[config.mk]
export PLATFORM = sky130hd
export DESIGN_NAME = axi3_regfile
export DESIGN_NICKNAME = d
export VERILOG_FILES = /design/src/rtl/axi3_pkg.sv /design/src/rtl/axi3_burst_idx.sv /design/src/rtl/axi3_regfile.sv
export SDC_FILE = /design/constraint.sdc
export NUM_CORES = 1
export LEC_CHECK = 0
export ABC_AREA = 0
export BUFFER_PORTS_ARGS = -buffer_cell sky130_fd_sc_hd__buf_2
export CORE_AREA = 2 2 200 202
export CTS_BUF_LIST = sky130_fd_sc_hd__clkbuf_8
export DETAILED_ROUTE_END_ITERATION = 10
export DIE_AREA = 0 0 202 204
export PLACE_DENSITY = 0.69
export SETUP_SLACK_MARGIN = 0.1
export SLEW_MARGIN = 20
export SYNTH_ARGS = -nofsm -noshare
export SYNTH_HDL_FRONTEND = slang
export SYNTH_SLANG_ARGS = --single-unit
[constraint.sdc]
create_clock -name i_clk0 -period 27.1 [get_ports i_clk0]
set_clock_uncertainty 0.2 [all_clocks]
set_input_delay 2.71 -clock i_clk0 [delete_from_list [all_inputs] [get_ports i_clk0]]
set_output_delay 2.71 -clock i_clk0 [all_outputs]
set_load 0.01 [all_outputs]
[src/rtl/axi3_pkg.sv]
// Shared types for the AXI3 register file: response codes, burst encodings,
// FSM state enums and the byte-strobe merge helper.
package axi3_pkg;

  localparam logic [1:0] AXI_RESP_OKAY   = 2'b00;
  localparam logic [1:0] AXI_RESP_EXOKAY = 2'b01;
  localparam logic [1:0] AXI_RESP_SLVERR = 2'b10;
  localparam logic [1:0] AXI_RESP_DECERR = 2'b11;

  typedef enum logic [1:0] {
    BURST_FIXED = 2'b00,
    BURST_INCR  = 2'b01,
    BURST_WRAP  = 2'b10,
    BURST_RSVD  = 2'b11
  } burst_e;

  typedef enum logic [1:0] {
    W_IDLE = 2'b00,
    W_DATA = 2'b01,
    W_RESP = 2'b10
  } wr_state_e;

  typedef enum logic [0:0] {
    R_IDLE = 1'b0,
    R_DATA = 1'b1
  } rd_state_e;

  function automatic logic burst_ok(input burst_e burst);
    return (burst == BURST_FIXED) || (burst == BURST_INCR);
  endfunction

  function automatic logic [31:0] merge_strb(input logic [31:0] old_v,
                                             input logic [31:0] new_v,
                                             input logic [3:0]  strb);
    logic [31:0] res;
    res = old_v;
    for (int b = 0; b < 4; b++) begin
      res[8*b +: 8] = strb[b] ? new_v[8*b +: 8] : old_v[8*b +: 8];
    end
    return res;
  endfunction

endpackage

[src/rtl/axi3_burst_idx.sv]
// Next register index for a burst beat: INCR steps modulo the register count
// (natural wrap of the index width), FIXED and anything else hold.
module axi3_burst_idx
  import axi3_pkg::*;
#(
  parameter int IDX_W = 3
) (
  input  logic [IDX_W-1:0] cur_idx,
  input  burst_e           burst,
  output logic [IDX_W-1:0] nxt_idx
);

  // Select the follow-on index from the burst type
  always_comb begin
    nxt_idx = cur_idx;
    case (burst)
      BURST_INCR:  nxt_idx = cur_idx + IDX_W'(1);
      BURST_FIXED: nxt_idx = cur_idx;
      default:     nxt_idx = cur_idx;
    endcase
  end

endmodule

[src/rtl/axi3_regfile.sv]
// AXI3 slave register file for the PS7 GP port: N_REG x 32-bit registers,
// independent read/write FSMs. Optional macro AXI_REGFILE_CYCLE_CNTR_EN.
module axi3_regfile
  import axi3_pkg::*;
#(
  parameter int ID_W    = 12,
  parameter int N_REG   = 8,
  parameter int LED_REG = 0,
  parameter int LED_W   = 8
) (
  input  logic             i_clk0,
  input  logic             i_rst,
  input  logic [ID_W-1:0]  i_AXI_AWID,
  input  logic [31:0]      i_AXI_AWADDR,
  input  logic [3:0]       i_AXI_AWLEN,
  input  logic [1:0]       i_AXI_AWBURST,
  input  logic             i_AXI_AWVALID,
  output logic             o_AXI_AWREADY,
  input  logic [31:0]      i_AXI_WDATA,
  input  logic [3:0]       i_AXI_WSTRB,
  input  logic             i_AXI_WLAST,
  input  logic             i_AXI_WVALID,
  output logic             o_AXI_WREADY,
  output logic [ID_W-1:0]  o_AXI_BID,
  output logic [1:0]       o_AXI_BRESP,
  output logic             o_AXI_BVALID,
  input  logic             i_AXI_BREADY,
  input  logic [ID_W-1:0]  i_AXI_ARID,
  input  logic [31:0]      i_AXI_ARADDR,
  input  logic [3:0]       i_AXI_ARLEN,
  input  logic [1:0]       i_AXI_ARBURST,
  input  logic             i_AXI_ARVALID,
  output logic             o_AXI_ARREADY,
  output logic [ID_W-1:0]  o_AXI_RID,
  output logic [31:0]      o_AXI_RDATA,
  output logic [1:0]       o_AXI_RRESP,
  output logic             o_AXI_RLAST,
  output logic             o_AXI_RVALID,
  input  logic             i_AXI_RREADY,
  output logic [LED_W-1:0] o_led
);

  localparam int IDX_W = $clog2(N_REG);
  localparam logic [IDX_W-1:0] LAST_IDX = IDX_W'(N_REG - 1);
  localparam logic [IDX_W-1:0] LED_IDX  = IDX_W'(LED_REG);

  logic [31:0] regs_r [N_REG];

  wr_state_e        w_state_r;
  logic             awready_r, wready_r, bvalid_r, werr_r;
  logic [ID_W-1:0]  bid_r;
  logic [1:0]       bresp_r;
  logic [IDX_W-1:0] widx_r, widx_nxt_s;
  burst_e           wburst_r;
  logic [3:0]       wlen_r, wcnt_r;
  logic             w_beat_s, w_en_s, w_beat_err_s;

  rd_state_e        r_state_r;
  logic             arready_r, rvalid_r, rlast_r;
  logic [ID_W-1:0]  rid_r;
  logic [31:0]      rdata_r;
  logic [1:0]       rresp_r;
  logic [IDX_W-1:0] ridx_r, ridx_nxt_s, ar_idx_s;
  burst_e           rburst_r, ar_burst_s, aw_burst_s;
  logic [3:0]       rlen_r, rcnt_r;

  logic [31:0]      led_wr_s, led_word_s;
  logic [LED_W-1:0] led_r;
  logic             unused_s;

  assign ar_idx_s   = i_AXI_ARADDR[2 +: IDX_W];
  assign ar_burst_s = burst_e'(i_AXI_ARBURST);
  assign aw_burst_s = burst_e'(i_AXI_AWBURST);
  assign unused_s   = ^{i_AXI_AWADDR, i_AXI_ARADDR, led_word_s};

  axi3_burst_idx #(.IDX_W(IDX_W)) u_widx (
    .cur_idx (widx_r),
    .burst   (wburst_r),
    .nxt_idx (widx_nxt_s)
  );

  axi3_burst_idx #(.IDX_W(IDX_W)) u_ridx (
    .cur_idx (ridx_r),
    .burst   (rburst_r),
    .nxt_idx (ridx_nxt_s)
  );

  // Qualify the current W beat: whether it commits and whether it flags SLVERR
  always_comb begin
    w_beat_s = (w_state_r == W_DATA) && wready_r && i_AXI_WVALID;
`ifdef AXI_REGFILE_CYCLE_CNTR_EN
    w_en_s       = w_beat_s && burst_ok(wburst_r) && (widx_r != LAST_IDX);
    w_beat_err_s = ((wcnt_r == wlen_r) ? !i_AXI_WLAST : i_AXI_WLAST) ||
                   (widx_r == LAST_IDX);
`else
    w_en_s       = w_beat_s && burst_ok(wburst_r);
    w_beat_err_s = (wcnt_r == wlen_r) ? !i_AXI_WLAST : i_AXI_WLAST;
`endif
  end

  // Write FSM: AW accept, W beats counted against AWLEN, then B response
  always_ff @(posedge i_clk0 or posedge i_rst) begin
    if (i_rst) begin
      w_state_r <= W_IDLE;
      awready_r <= 1'b1;
      wready_r  <= 1'b0;
      bvalid_r  <= 1'b0;
      bid_r     <= '0;
      bresp_r   <= AXI_RESP_OKAY;
      widx_r    <= '0;
      wburst_r  <= BURST_FIXED;
      wlen_r    <= 4'd0;
      wcnt_r    <= 4'd0;
      werr_r    <= 1'b0;
    end else begin
      case (w_state_r)
        W_IDLE: begin
          if (i_AXI_AWVALID) begin
            bid_r     <= i_AXI_AWID;
            widx_r    <= i_AXI_AWADDR[2 +: IDX_W];
            wburst_r  <= aw_burst_s;
            wlen_r    <= i_AXI_AWLEN;
            wcnt_r    <= 4'd0;
            werr_r    <= !burst_ok(aw_burst_s);
            awready_r <= 1'b0;
            wready_r  <= 1'b1;
            w_state_r <= W_DATA;
          end
        end
        W_DATA: begin
          if (w_beat_s) begin
            widx_r <= widx_nxt_s;
            wcnt_r <= wcnt_r + 4'd1;
            if (wcnt_r == wlen_r) begin
              wready_r  <= 1'b0;
              bvalid_r  <= 1'b1;
              bresp_r   <= (werr_r || w_beat_err_s) ? AXI_RESP_SLVERR : AXI_RESP_OKAY;
              w_state_r <= W_RESP;
            end else begin
              werr_r <= werr_r || w_beat_err_s;
            end
          end
        end
        W_RESP: begin
          if (i_AXI_BREADY) begin
            bvalid_r  <= 1'b0;
            awready_r <= 1'b1;
            w_state_r <= W_IDLE;
          end
        end
        default: begin
          w_state_r <= W_IDLE;
          awready_r <= 1'b1;
          wready_r  <= 1'b0;
          bvalid_r  <= 1'b0;
        end
      endcase
    end
  end

  // Register array with strobed writes; top slot optionally a cycle counter
  always_ff @(posedge i_clk0 or posedge i_rst) begin
    if (i_rst) begin
      for (int i = 0; i < N_REG; i++) regs_r[i] <= 32'd0;
    end else begin
      for (int i = 0; i < N_REG; i++) begin
        if (w_en_s && (widx_r == IDX_W'(i))) begin
          regs_r[i] <= merge_strb(regs_r[i], i_AXI_WDATA, i_AXI_WSTRB);
        end
      end
`ifdef AXI_REGFILE_CYCLE_CNTR_EN
      regs_r[N_REG-1] <= regs_r[N_REG-1] + 32'd1;
`endif
    end
  end

  // LED follows the register's next value so it updates with the write itself
  assign led_wr_s = (w_en_s && (widx_r == LED_IDX)) ?
                    merge_strb(regs_r[LED_REG], i_AXI_WDATA, i_AXI_WSTRB) :
                    regs_r[LED_REG];
`ifdef AXI_REGFILE_CYCLE_CNTR_EN
  assign led_word_s = (LED_REG == N_REG - 1) ? (regs_r[LED_REG] + 32'd1) : led_wr_s;
`else
  assign led_word_s = led_wr_s;
`endif

  // Registered LED output
  always_ff @(posedge i_clk0 or posedge i_rst) begin
    if (i_rst) begin
      led_r <= '0;
    end else begin
      led_r <= led_word_s[LED_W-1:0];
    end
  end

  // Read FSM: AR accept, then one R beat per RREADY, RLAST on beat ARLEN
  always_ff @(posedge i_clk0 or posedge i_rst) begin
    if (i_rst) begin
      r_state_r <= R_IDLE;
      arready_r <= 1'b1;
      rvalid_r  <= 1'b0;
      rlast_r   <= 1'b0;
      rid_r     <= '0;
      rdata_r   <= 32'd0;
      rresp_r   <= AXI_RESP_OKAY;
      ridx_r    <= '0;
      rburst_r  <= BURST_FIXED;
      rlen_r    <= 4'd0;
      rcnt_r    <= 4'd0;
    end else begin
      case (r_state_r)
        R_IDLE: begin
          if (i_AXI_ARVALID) begin
            rid_r     <= i_AXI_ARID;
            ridx_r    <= ar_idx_s;
            rburst_r  <= ar_burst_s;
            rlen_r    <= i_AXI_ARLEN;
            rcnt_r    <= 4'd0;
            rdata_r   <= burst_ok(ar_burst_s) ? regs_r[ar_idx_s] : 32'd0;
            rresp_r   <= burst_ok(ar_burst_s) ? AXI_RESP_OKAY : AXI_RESP_SLVERR;
            rlast_r   <= (i_AXI_ARLEN == 4'd0);
            rvalid_r  <= 1'b1;
            arready_r <= 1'b0;
            r_state_r <= R_DATA;
          end
        end
        R_DATA: begin
          if (i_AXI_RREADY) begin
            if (rlast_r) begin
              rvalid_r  <= 1'b0;
              rlast_r   <= 1'b0;
              arready_r <= 1'b1;
              r_state_r <= R_IDLE;
            end else begin
              ridx_r  <= ridx_nxt_s;
              rcnt_r  <= rcnt_r + 4'd1;
              rdata_r <= burst_ok(rburst_r) ? regs_r[ridx_nxt_s] : 32'd0;
              rlast_r <= ((rcnt_r + 4'd1) == rlen_r);
            end
          end
        end
        default: begin
          r_state_r <= R_IDLE;
          arready_r <= 1'b1;
          rvalid_r  <= 1'b0;
          rlast_r   <= 1'b0;
        end
      endcase
    end
  end

  assign o_AXI_AWREADY = awready_r;
  assign o_AXI_WREADY  = wready_r;
  assign o_AXI_BID     = bid_r;
  assign o_AXI_BRESP   = bresp_r;
  assign o_AXI_BVALID  = bvalid_r;
  assign o_AXI_ARREADY = arready_r;
  assign o_AXI_RID     = rid_r;
  assign o_AXI_RDATA   = rdata_r;
  assign o_AXI_RRESP   = rresp_r;
  assign o_AXI_RLAST   = rlast_r;
  assign o_AXI_RVALID  = rvalid_r;
  assign o_led         = led_r;

endmodule

# Word-level counts from Yosys, hierarchy flattened
# Cells that the tools add are included.
[classes]
n_eq_ne = 25
n_reduce_logical = 71
muxes = 67
bitwise = 6
n_addsub = 4
n_lt_le_gt_ge = 2
[ops]
columns = ["cell", "count"]
rows = [
  ["$mux W32", 9],
  ["$bmux W32 S3", 2],
  ["$reduce_and A2 Y1", 35],
  ["$pmux W32 S2", 1],
  ["$mux W1", 24],
  ["$mux W3", 7],
  ["$mux W4", 5],
  ["$reduce_and A4 Y1", 5],
  ["$pmux W4 S2", 2],
  ["$reduce_and A3 Y1", 5],
  ["$ne A2 B2 Y1 const B", 7],
  ["$eq A3 B3 Y1 const B", 4],
  ["$mux W2", 6],
  ["$pmux W3 S2", 2],
  ["$logic_and A1 B1 Y1", 11],
  ["$eq A2 B1 Y1 const B", 5],
  ["$logic_not A2 Y1", 5],
  ["$pmux W1 S2", 5],
  ["$pmux W1 S3", 3],
  ["$add A4 B1 Y4 const B", 2],
  ["$eq A4 B4 Y1", 2],
  ["$ge A4 B4 Y1 const B", 2],
  ["$not A3 Y4", 2],
  ["$add A3 B1 Y3 const B", 2],
  ["other kinds (11)", 22],
]
[totals]
elab_cells = 229
ff_bits = 352
in_bits = 144

# Depth between registers and ports, before layout
# Gate-level depths: netlist of the first run.
[depth]
ltp_word = 10
mapped_depth = 8
mapped_depth_nobuf = 6

# Modules after synthesis
# Synthesis of the first run repeated with hierarchy kept, for this count alone.
[unflattened]
cells_unflattened = 1280
hier_area_um2 = 17752.0
[by_module_without_submodules]
columns = ["module", "cells_per_inst", "area_per_inst_um2", "instances"]
rows = [
  ["axi3_regfile", 1268, 17619.4, 1],
  ["axi3_burst_idx", 6, 66.3, 2],
]

# Worst setup path after synthesis of the first run
# No wires, ideal clock.
[synth_path]
kind = "input-to-reg"
startpoint = "input i_AXI_ARADDR[3]"
endpoint = "register rdata_r[10], in the netlist o_AXI_RDATA[10]"
arrival_ns = 4.003
path_stages = 8
slack_ns = 22.778
cell_sequence = "buf_2 -> buf_2 -> buf_2 -> buf_2 -> a211oi_1 -> a211oi_1 -> a22o_1 -> a31o_1"
[synth_between]
elab_chain_len = 7
[synth_rtl]
columns = ["item", "line_no", "text"]
rows = [
  ["start, declared", "axi3_regfile.sv:29", "input logic [31:0] i_AXI_ARADDR,"],
  ["$not A3 Y4 (not written as such)", "axi3_regfile.sv:219", "rdata_r <= burst_ok(ar_burst_s) ? regs_r[ar_idx_s] : 32'd0;"],
  ["$bmux W32 S3", "axi3_regfile.sv:219", ""],
  ["$mux W32 (not written as such) (2 in series)", "axi3_regfile.sv:219", ""],
  ["$mux W32", "axi3_regfile.sv:219", ""],
  ["$mux W32", "axi3_regfile.sv:213", "if (i_AXI_ARVALID) begin"],
  ["$pmux W32 S2", "axi3_regfile.sv:211", "case (r_state_r)"],
  ["end signal, assigned", "axi3_regfile.sv:219", ""],
  ["end signal, assigned", "axi3_regfile.sv:237", "rdata_r <= burst_ok(rburst_r) ? regs_r[ridx_nxt_s] : 32'd0;"],
  ["end, declared", "axi3_regfile.sv:61", "logic [31:0] rdata_r;"],
]
# No other way between the ends. The select of a mux whose other input is x is not followed.
# A chain may end at the register's enable or synchronous reset.

# Final worst setup path of the first run
[layout_path]
startpoint = "input i_AXI_ARADDR[3]"
endpoint = "register rdata_r[9], in the netlist o_AXI_RDATA[9]"
# Same word-level chain as after synthesis.

==> summary.md, run 1 <==
| Metric | Value |
|---|---|
| Area occupied by registers | 8760 µm² |
| Post-CTS Resized | 0 |
| Pwr per Cell Area | 117 nW/µm² |
| R2R depth | 7 |
| Root Buffer | clkbuf_8 |
| Max Slew Vio Count | 0 |
| Worst hold path startpoint | o_AXI_RID[1] |
| Number of library cell types mapped by synthesis | 56 |
| Post-Syn Instances | about 1,800 |
| Reg-to-Reg Start | ridx_r[0] |
| Setup TNS Final | 0 ns |
| Max_cap viols | 0 |
| Async SR Flop Fraction | 100% |
| Total congestion overflow | 0 |
| Synth warnings | 0 |
| Via count of the routed design | 15,502 |
| Worst EP required | between 20 and 30 ns |
| Tcrit/Tclk final | a little under a fifth |
| Post-synth EDFFs | 0 |
| Clk_lat worst skew | between 0.6 and 0.7 ns |
| Static Leakage | between 9 and 10 nW |
| Initial DRC count | approximately 1,100 |
| Clock transition at path regs | ~0.060 ns |
| Most common cell after layout, fill and taps aside | dfrtp_1 |
| WHS Path Cells | 2 |
| Yosys top cell by area | dfrtp_1 |
| Largest net degree at the start of global routing | 130 |
| RSZ-0062 raised after global routing | no |
| Routed Antenna Nets | 0 |
| Max FO, Critical Path | 96 |
| Clk buf depth | 3 |
| CTS Hold Bufs | 0 |
| Total global-route track usage | around 27% |
| Setup crit end kind | flip-flop |
| Via density | roughly 6.3 |
| Row count | between 70 and 80 |
| Total Power | ~2.5 mW |
| Final HPWL DP | approximately 33,000 µm |
| Core Region | between 30,000 and 40,000 µm² |
| First-pass GRT wire length | ~87,000 µm |
| Die outline area | between 40,000 and 50,000 µm² |
| Peak VDD IR | ~0.083 mV |
| Antenna violations before repair | 4 |
| Worst-Margin Slew | 1.22 ns |
| Yosys top cell area share | a little under half |
| Starting Density | between 40% and 50% |
| Pre-antenna DRT Iters | 6 |
| # setup viols final | 0 |
| Hold crit path type | reg2reg |
| Worst Setup Path Type | in2reg |
| Fill count | around 3,400 |
| Combined area of the multi-input logic cells | 9730 µm² |
| Post-CTS Setup Bufs | 0 |
| Setup crit start kind | primary input |
| Sequential area share after synthesis | a little under half |
| Total CTS buffers | about 60 |
| Rel. slew slack | a little under a fifth |
| Most frequent cells in the layout | dfrtp_1 (346), mux2_1 (317), nand2_1 (203), buf_2 (156), a211oi_1 (95) |
| # H-tree levels | 2 |
| Chip height | around 200 µm |
| Fin nets | 2,027 |
| CP arrival | 5.47 ns |
| Outcome | finished clean |
| Hold Path End | o_AXI_RID[1] |
| FMAX | roughly 200 MHz |
| CTS Sinks | 350 |
| Drt total wl | roughly 56,000 µm |
| Routed length per instance | approximately 23 µm |
| Share of layout cells above drive strength 1 | 18.4% |
| CTS tree | done |
| Final Hold Violating Endpoints | 0 |
| Syn-to-layout area delta | 12.3% |
| Mapped Avg Cell Area | between 10 and 15 µm² |
| Ports | approximately 220 |
| GPL Wtd Cong | 0.815 |
| Top FF cell, synth | dfrtp_1 |
| Yosys reg bits | 350 |
| Residual DRC | 0 |
| Area contributors post-synth | dfrtp_1 (45%), mux2_1 (19%), nand2_1 (4.0%) |
| # port buffers | around 160 |
| Post-Syn Area | between 15,000 and 20,000 µm² |
| Final min period | 5.12 ns |
| Die width | slightly above 200 µm |
| Reg2Reg Setup Slack | approximately 23 ns |
| Worst r2r dst | o_AXI_RDATA[0] |
| Number of global-route vias before repair | between 15,000 and 20,000 |
==> worst max path at each step <==
stage / startpoint / to / cells past startpoint
3_3_place_gp: i_AXI_ARADDR[3] / o_AXI_RDATA[9] / 7
4_1_cts: i_AXI_ARADDR[3] / o_AXI_RDATA[9] / 7
5_1_grt: i_AXI_ARADDR[3] / o_AXI_RDATA[7] / 7
6_report: i_AXI_ARADDR[3] / o_AXI_RDATA[9] / 7
3_5_place_dp: i_AXI_ARADDR[3] / o_AXI_RDATA[9] / 7
2_1_floorplan: i_rst / o_AXI_BID[0] / 1
==> cell usage after synthesis (all sizes together), types with 8 or more instances <==
library cell,count
mux2i,34
o2111ai,32
o21ai,13
ha,9
a22o,32
xnor2,9
buf,61
o211ai,64
nand2,224
clkbuf,87
a2111oi,32
a31oi,66
inv,42
nand2b,8
a211oi,95
nand3,16
a21oi,73
o22ai,32
a31o,32
dfrtp,348
nor2,51
nor2b,37
mux2,338
==> logic make-up after synthesis <==
group                      Yosys count  synth area share, %
DFF                                350                 45.6
AOI/OAI and AO/OA                  485                 18.1
other                                1               0.0195
buffers and inverters              190                 4.24
and+or+nand+nor                    357                 9.07
adders and majority gates            9                0.586
xor gates and xnor gates            16                0.846
muxes                              372                 21.6
==> critical path, cell delays in order <==
cell      delay [ns]
buf_6           0.68
buf_4           0.89
mux2_2          0.42
o22ai_1         0.22
a211oi_1        0.09
a22o_1          0.22
a31o_1          0.17
==> metal layers <==
layer  routed length, µm  track usage [%]  share of wire, %  vias up
met4                1990             12.4               3.5        6
met3                4320             5.36               7.7      152
met1               23600             34.8                42     7836
met2               26100             44.4                47      645
li1                    -                -                 -     6863
met5                  31                0             0.055        -
==> stage by stage <==
stage	hold WS, ns	instance area (µm²)	worst slack (ns)	util (%)	std cells
2_1_floorplan	0.259	19200	14.49	-	1781
3_3_place_gp	0.258	20300	21.46	51.7	2336
3_5_place_dp	0.258	20300	21.39	51.7	2336
4_1_cts	0.274	21600	22.09	55.1	2450
5_1_grt	0.305	21600	21.95	55.1	2451
6_report	0.270	21600	21.98	55.1	2451
==> layout make-up <==
class,count,share of cell area [%]
Clock inverter,27,0.556
Inverter,42,0.765
Sequential cell,350,40.6
Tap cell,525,3.04
Multi-Input combinational cell,1241,45.1
Timing Repair Buffer,178,4.42
Clock buffer,87,5.55
Antenna cell,1,0.0116
==> sequential cells by signal, indices dropped and copies added (netlist names), 4 cells and up <==
name,count
regs_r,256
o_AXI_RDATA,32
o_AXI_BID,12
o_AXI_RID,12
rcnt_r,4
rlen_r,4
wcnt_r,4
wlen_r,4
==> report_power, final <==
| part | internal (mW) | switching (mW) |
|---|---|---|
| clock network | 0.283 | 0.227 |
| registers | 0.738 | 0.176 |
| logic | 0.415 | 0.682 |
Note: power is estimated with default switching activity, not from simulation.
==> run 2, diff against run 1 <==
--- a/config.mk
+++ b/config.mk
@@ -5,13 +5,13 @@
 export SDC_FILE = /design/constraint.sdc
 export NUM_CORES = 1
 export LEC_CHECK = 0
-export ABC_AREA = 0
+export ABC_AREA = 1
 export BUFFER_PORTS_ARGS = -buffer_cell sky130_fd_sc_hd__buf_2
 export CORE_AREA = 2 2 200 202
 export CTS_BUF_LIST = sky130_fd_sc_hd__clkbuf_8
 export DETAILED_ROUTE_END_ITERATION = 10
 export DIE_AREA = 0 0 202 204
-export PLACE_DENSITY = 0.69
+export PLACE_DENSITY = 0.72
 export SETUP_SLACK_MARGIN = 0.1
 export SLEW_MARGIN = 20
 export SYNTH_ARGS = -nofsm -noshare
==> constraint.sdc (replaced) <==
create_clock -name i_clk0 -period 4.6 [get_ports i_clk0]
set_clock_uncertainty 0.2 [all_clocks]
set_input_delay 0.46 -clock i_clk0 [delete_from_list [all_inputs] [get_ports i_clk0]]
set_output_delay 0.46 -clock i_clk0 [all_outputs]
set_load 0.01 [all_outputs]
==> run 2 against run 1 <==
Compared with the run above: register-to-register slack worse by 22 ns; critical path type is now reg2reg; hold slack got worse by 0.25 ns; combinational power rose to 6.7 times the previous value; die area unchanged; sequential share of layout area decreased by 1.2 points; critical path depth is 1 higher; highest routed layer is now met4; largest power group unchanged; via count rose by 23%; core utilization increased by 1.6 points.
==> summary.md, run 2 <==
| Metric | Value |
|---|---|
| Outcome | finished clean |
| Final min period | 3.30 ns |
| Via count of the routed design | 19,059 (+23%) |
| Reg-to-Reg Start | w_state_r[1] |
| Drt total wl | 60,500 µm (+7.9%) |
| GPL Wtd Cong | 0.852 (+4.6%) |
| Sequential area share after synthesis | 45.6% (about the same) |
| Worst EP required | 4.94 ns (-22.51 ns) |
| Final HPWL DP | 34,200 µm (+5.2%) |
| CTS tree | done |
| Worst r2r dst | regs_r[82] |
| Synth warnings | 0 (unchanged) |
| # setup viols final | 0 (unchanged) |
| Area after DPL | 20,200 µm² (-0.21%) |
| Ports | 218 (unchanged) |
| Area contributors post-synth | dfrtp_1 (45%), nand2_1 (16%), nand3_1 (13%) |
| Max FO, Critical Path | 21 (-78%) |
| Final core occ | 56.7% (+1.6 points) |
| Setup crit end kind | flip-flop |
| Share of layout cells above drive strength 1 | 10.7% (-7.7 points) |
| Antenna violations before repair | 1 (-3) |
| Chip height | 204 µm (unchanged) |
| Most frequent cells in the layout | nand2_1 (822), nand3_1 (479), inv_1 (360), dfrtp_1 (348), o21ai_1 (263) |
| Clock transition at path regs | 0.06 ns (about the same) |
| Clk_lat worst skew | 0.68 ns (about the same) |
| Post-Syn Area | 19,200 µm² (about the same) |
| Peak VDD IR | 0.360 mV (+330%) |
| Syn-to-layout area delta | 15.7% |
| CP arrival | 3.64 ns (-1.83 ns) |
| Inst Count DP | 3,263 (+40%) |
| Yosys top cell area share | 45.3% (about the same) |
| Non-filler cells, final | 3,450 (+41%) |
| Most common cell after layout, fill and taps aside | nand2_1 |
| Core Region | 39,200 µm² (unchanged) |
| Top post-synthesis cells by count | nand2_1 (824), nand3_1 (480), dfrtp_1 (348) |
| Area occupied by registers | 8760 µm² (about the same) |
| Residual DRC | 0 (unchanged) |
| # port buffers | 157 (unchanged) |
| Total congestion overflow | 0 (unchanged) |
| Mapped Avg Cell Area | 7.03 µm² (-35%) |
| Total CTS buffers | 61 (unchanged) |
| Static Leakage | 11.1 nW (+15%) |
| Final Hold Violating Endpoints | 0 (unchanged) |
| Row count | 73 (unchanged) |
| CTS Sinks | 350 (unchanged) |
| Post-route cell area | 22,200 µm² (+3.0%) |
| Tcrit/Tclk final | between 70% and 80% |
| Top FF cell, synth | dfrtp_1 |
| Yosys reg bits | 350 (unchanged) |
| Post-Syn Instances | 2,731 (+53%) |
| Critical path capture point | regs_r[82] |
| Fin nets | 3,029 (+49%) |
| Yosys top cell by area | dfrtp_1 |
| Setup crit start kind | flip-flop |
| Number of library cell types mapped by synthesis | 32 (-43%) |
| Pwr per Cell Area | 702 nW/µm² (+500%) |
| Setup TNS Final | 0 ns (unchanged) |
| Max_cap viols | 0 (unchanged) |
| Most frequent cell after synthesis | nand2_1 |
| First-pass GRT wire length | 97,200 µm (+11%) |
| Max reg flops | 256 (unchanged) |
| # H-tree levels | 2 (unchanged) |
| Largest net degree at the start of global routing | 193 (+48%) |
| Clk buf depth | 3 (unchanged) |
| Die outline area | 41,200 µm² (unchanged) |
| Async SR Flop Fraction | 100% (unchanged) |
| RSZ-0062 raised after global routing | no |
| Combined area of the multi-input logic cells | 8420 µm² (-13%) |
| Number of global-route vias before repair | 18,718 (+20%) |
| Reg2Reg Setup Slack | 1.30 ns (-21.66 ns) |
| Routed length per instance | 17.5 µm (-23%) |
| FMAX | around 300 MHz |
| Worst Setup Path Type | reg2reg |
| Worst-Margin Slew | 1.13 ns (-0.0965 ns) |
| Fill count | 3,691 (+8.2%) |
| Post-synth EDFFs | 0 (unchanged) |
| Max Slew Vio Count | 0 (unchanged) |
| Die width | 202 µm (unchanged) |
| Root Buffer | clkbuf_8 |
| R2R depth | 8 (+1) |
| Initial DRC count | 1,921 (+80%) |
| Total Power | 15.6 mW (+520%) |
| Rel. slew slack | 24.7% (+6.2 points) |
| Routed Antenna Nets | 0 (unchanged) |
| Via density | 5.52 (-13%) |
| Crit path from | w_state_r[1] |
| Hold crit path type | in2reg |
| Biggest register | regs_r |
| Pre-antenna DRT Iters | 6 (unchanged) |
| Starting Density | 49.0% (about the same) |
| Total global-route track usage | 29.5% (+2.4 points) |
run 2: cell types whose count changed in the layout (fill, tap and decap cells not counted), moves of 95 or more:
cell / previous run / this run
a211oi_1: 95 / 0
inv_1: 54 / 360
mux2_1: 317 / 0
nand2_1: 203 / 822
nand3_1: 4 / 479
o21ai_1: 3 / 263
run 2: how the worst min path moves through the flow:
stage | start | endpoint | slack [ns] | cells after the start
2_1_floorplan | regs_r[104] | regs_r[104] | 0.26 | 2
3_3_place_gp | o_AXI_BVALID | o_AXI_BVALID | 0.25 | 2
3_5_place_dp | o_AXI_ARREADY | o_AXI_ARREADY | 0.26 | 2
4_1_cts | i_AXI_WDATA[22] | regs_r[214] | 0.006 | 3
5_1_grt | i_AXI_WDATA[22] | regs_r[22] | 0.05 | 3
6_report | i_AXI_WDATA[22] | regs_r[86] | 0.02 | 3
run 2: final cells by class:
class	instances	area share, %
tap	525	2.96
multi-input combinational	1848	37.9
antenna	2	0.0225
sequential	350	39.4
clock buffer	82	5.08
inverter	357	6.05
timing repair buffer	258	8.03
clock inverter	28	0.574
run 2: cell families after synthesis:
| logic type | synth area share (%) |
|---|---|
| buffers and inverters | 10.9 |
| AOI/OAI and AO/OA | 11.9 |
| adders and majority gates | 0.586 |
| other | 0.0195 |
| xor gates and xnor gates | 0.502 |
| and+or+nand+nor | 30.5 |
| DFF | 45.6 |
run 2: per-stage QoR:
step	worst slack, ns	hold slack, ns
after global routing	1.06	0.0484
final	1.30	0.0218
after detailed placement	1.45	0.261
after CTS	1.44	0.00629
after global placement	1.56	0.252
after floorplan	-0.745	0.259
run 2: worst max-delay path, stage by stage (launching register included):
cell     delay, ns
dfrtp_1       0.45
nor2_8        0.22
nand3_4       0.14
nor2_2        0.70
inv_2         0.19
nor3_4        0.42
nand2_1       0.57
nand2_1       0.18
o21ai_1       0.08
run 2: timing repair:
item / CTS / global route
setup buffers: 0 / 0
hold endpoints to repair: 576 / 0
hold buffers: 75 / 0
resized for setup: 0 / 0
run 2: power breakdown:
part | internal [mW] | leakage [nW] | total (mW) | switching [mW]
sequential | 4.34 | 4.58 | 5.28 | 0.941
combinational | 2.54 | 5.84 | 7.39 | 4.85
clock | 1.58 | 0.727 | 2.92 | 1.34
run 2: per-layer routing:
metal	global-route usage, %	routed length (µm)
met1	37.8	24500
met2	48.1	27700
met3	4.56	5360
met4	16.7	2880
met5	0	0
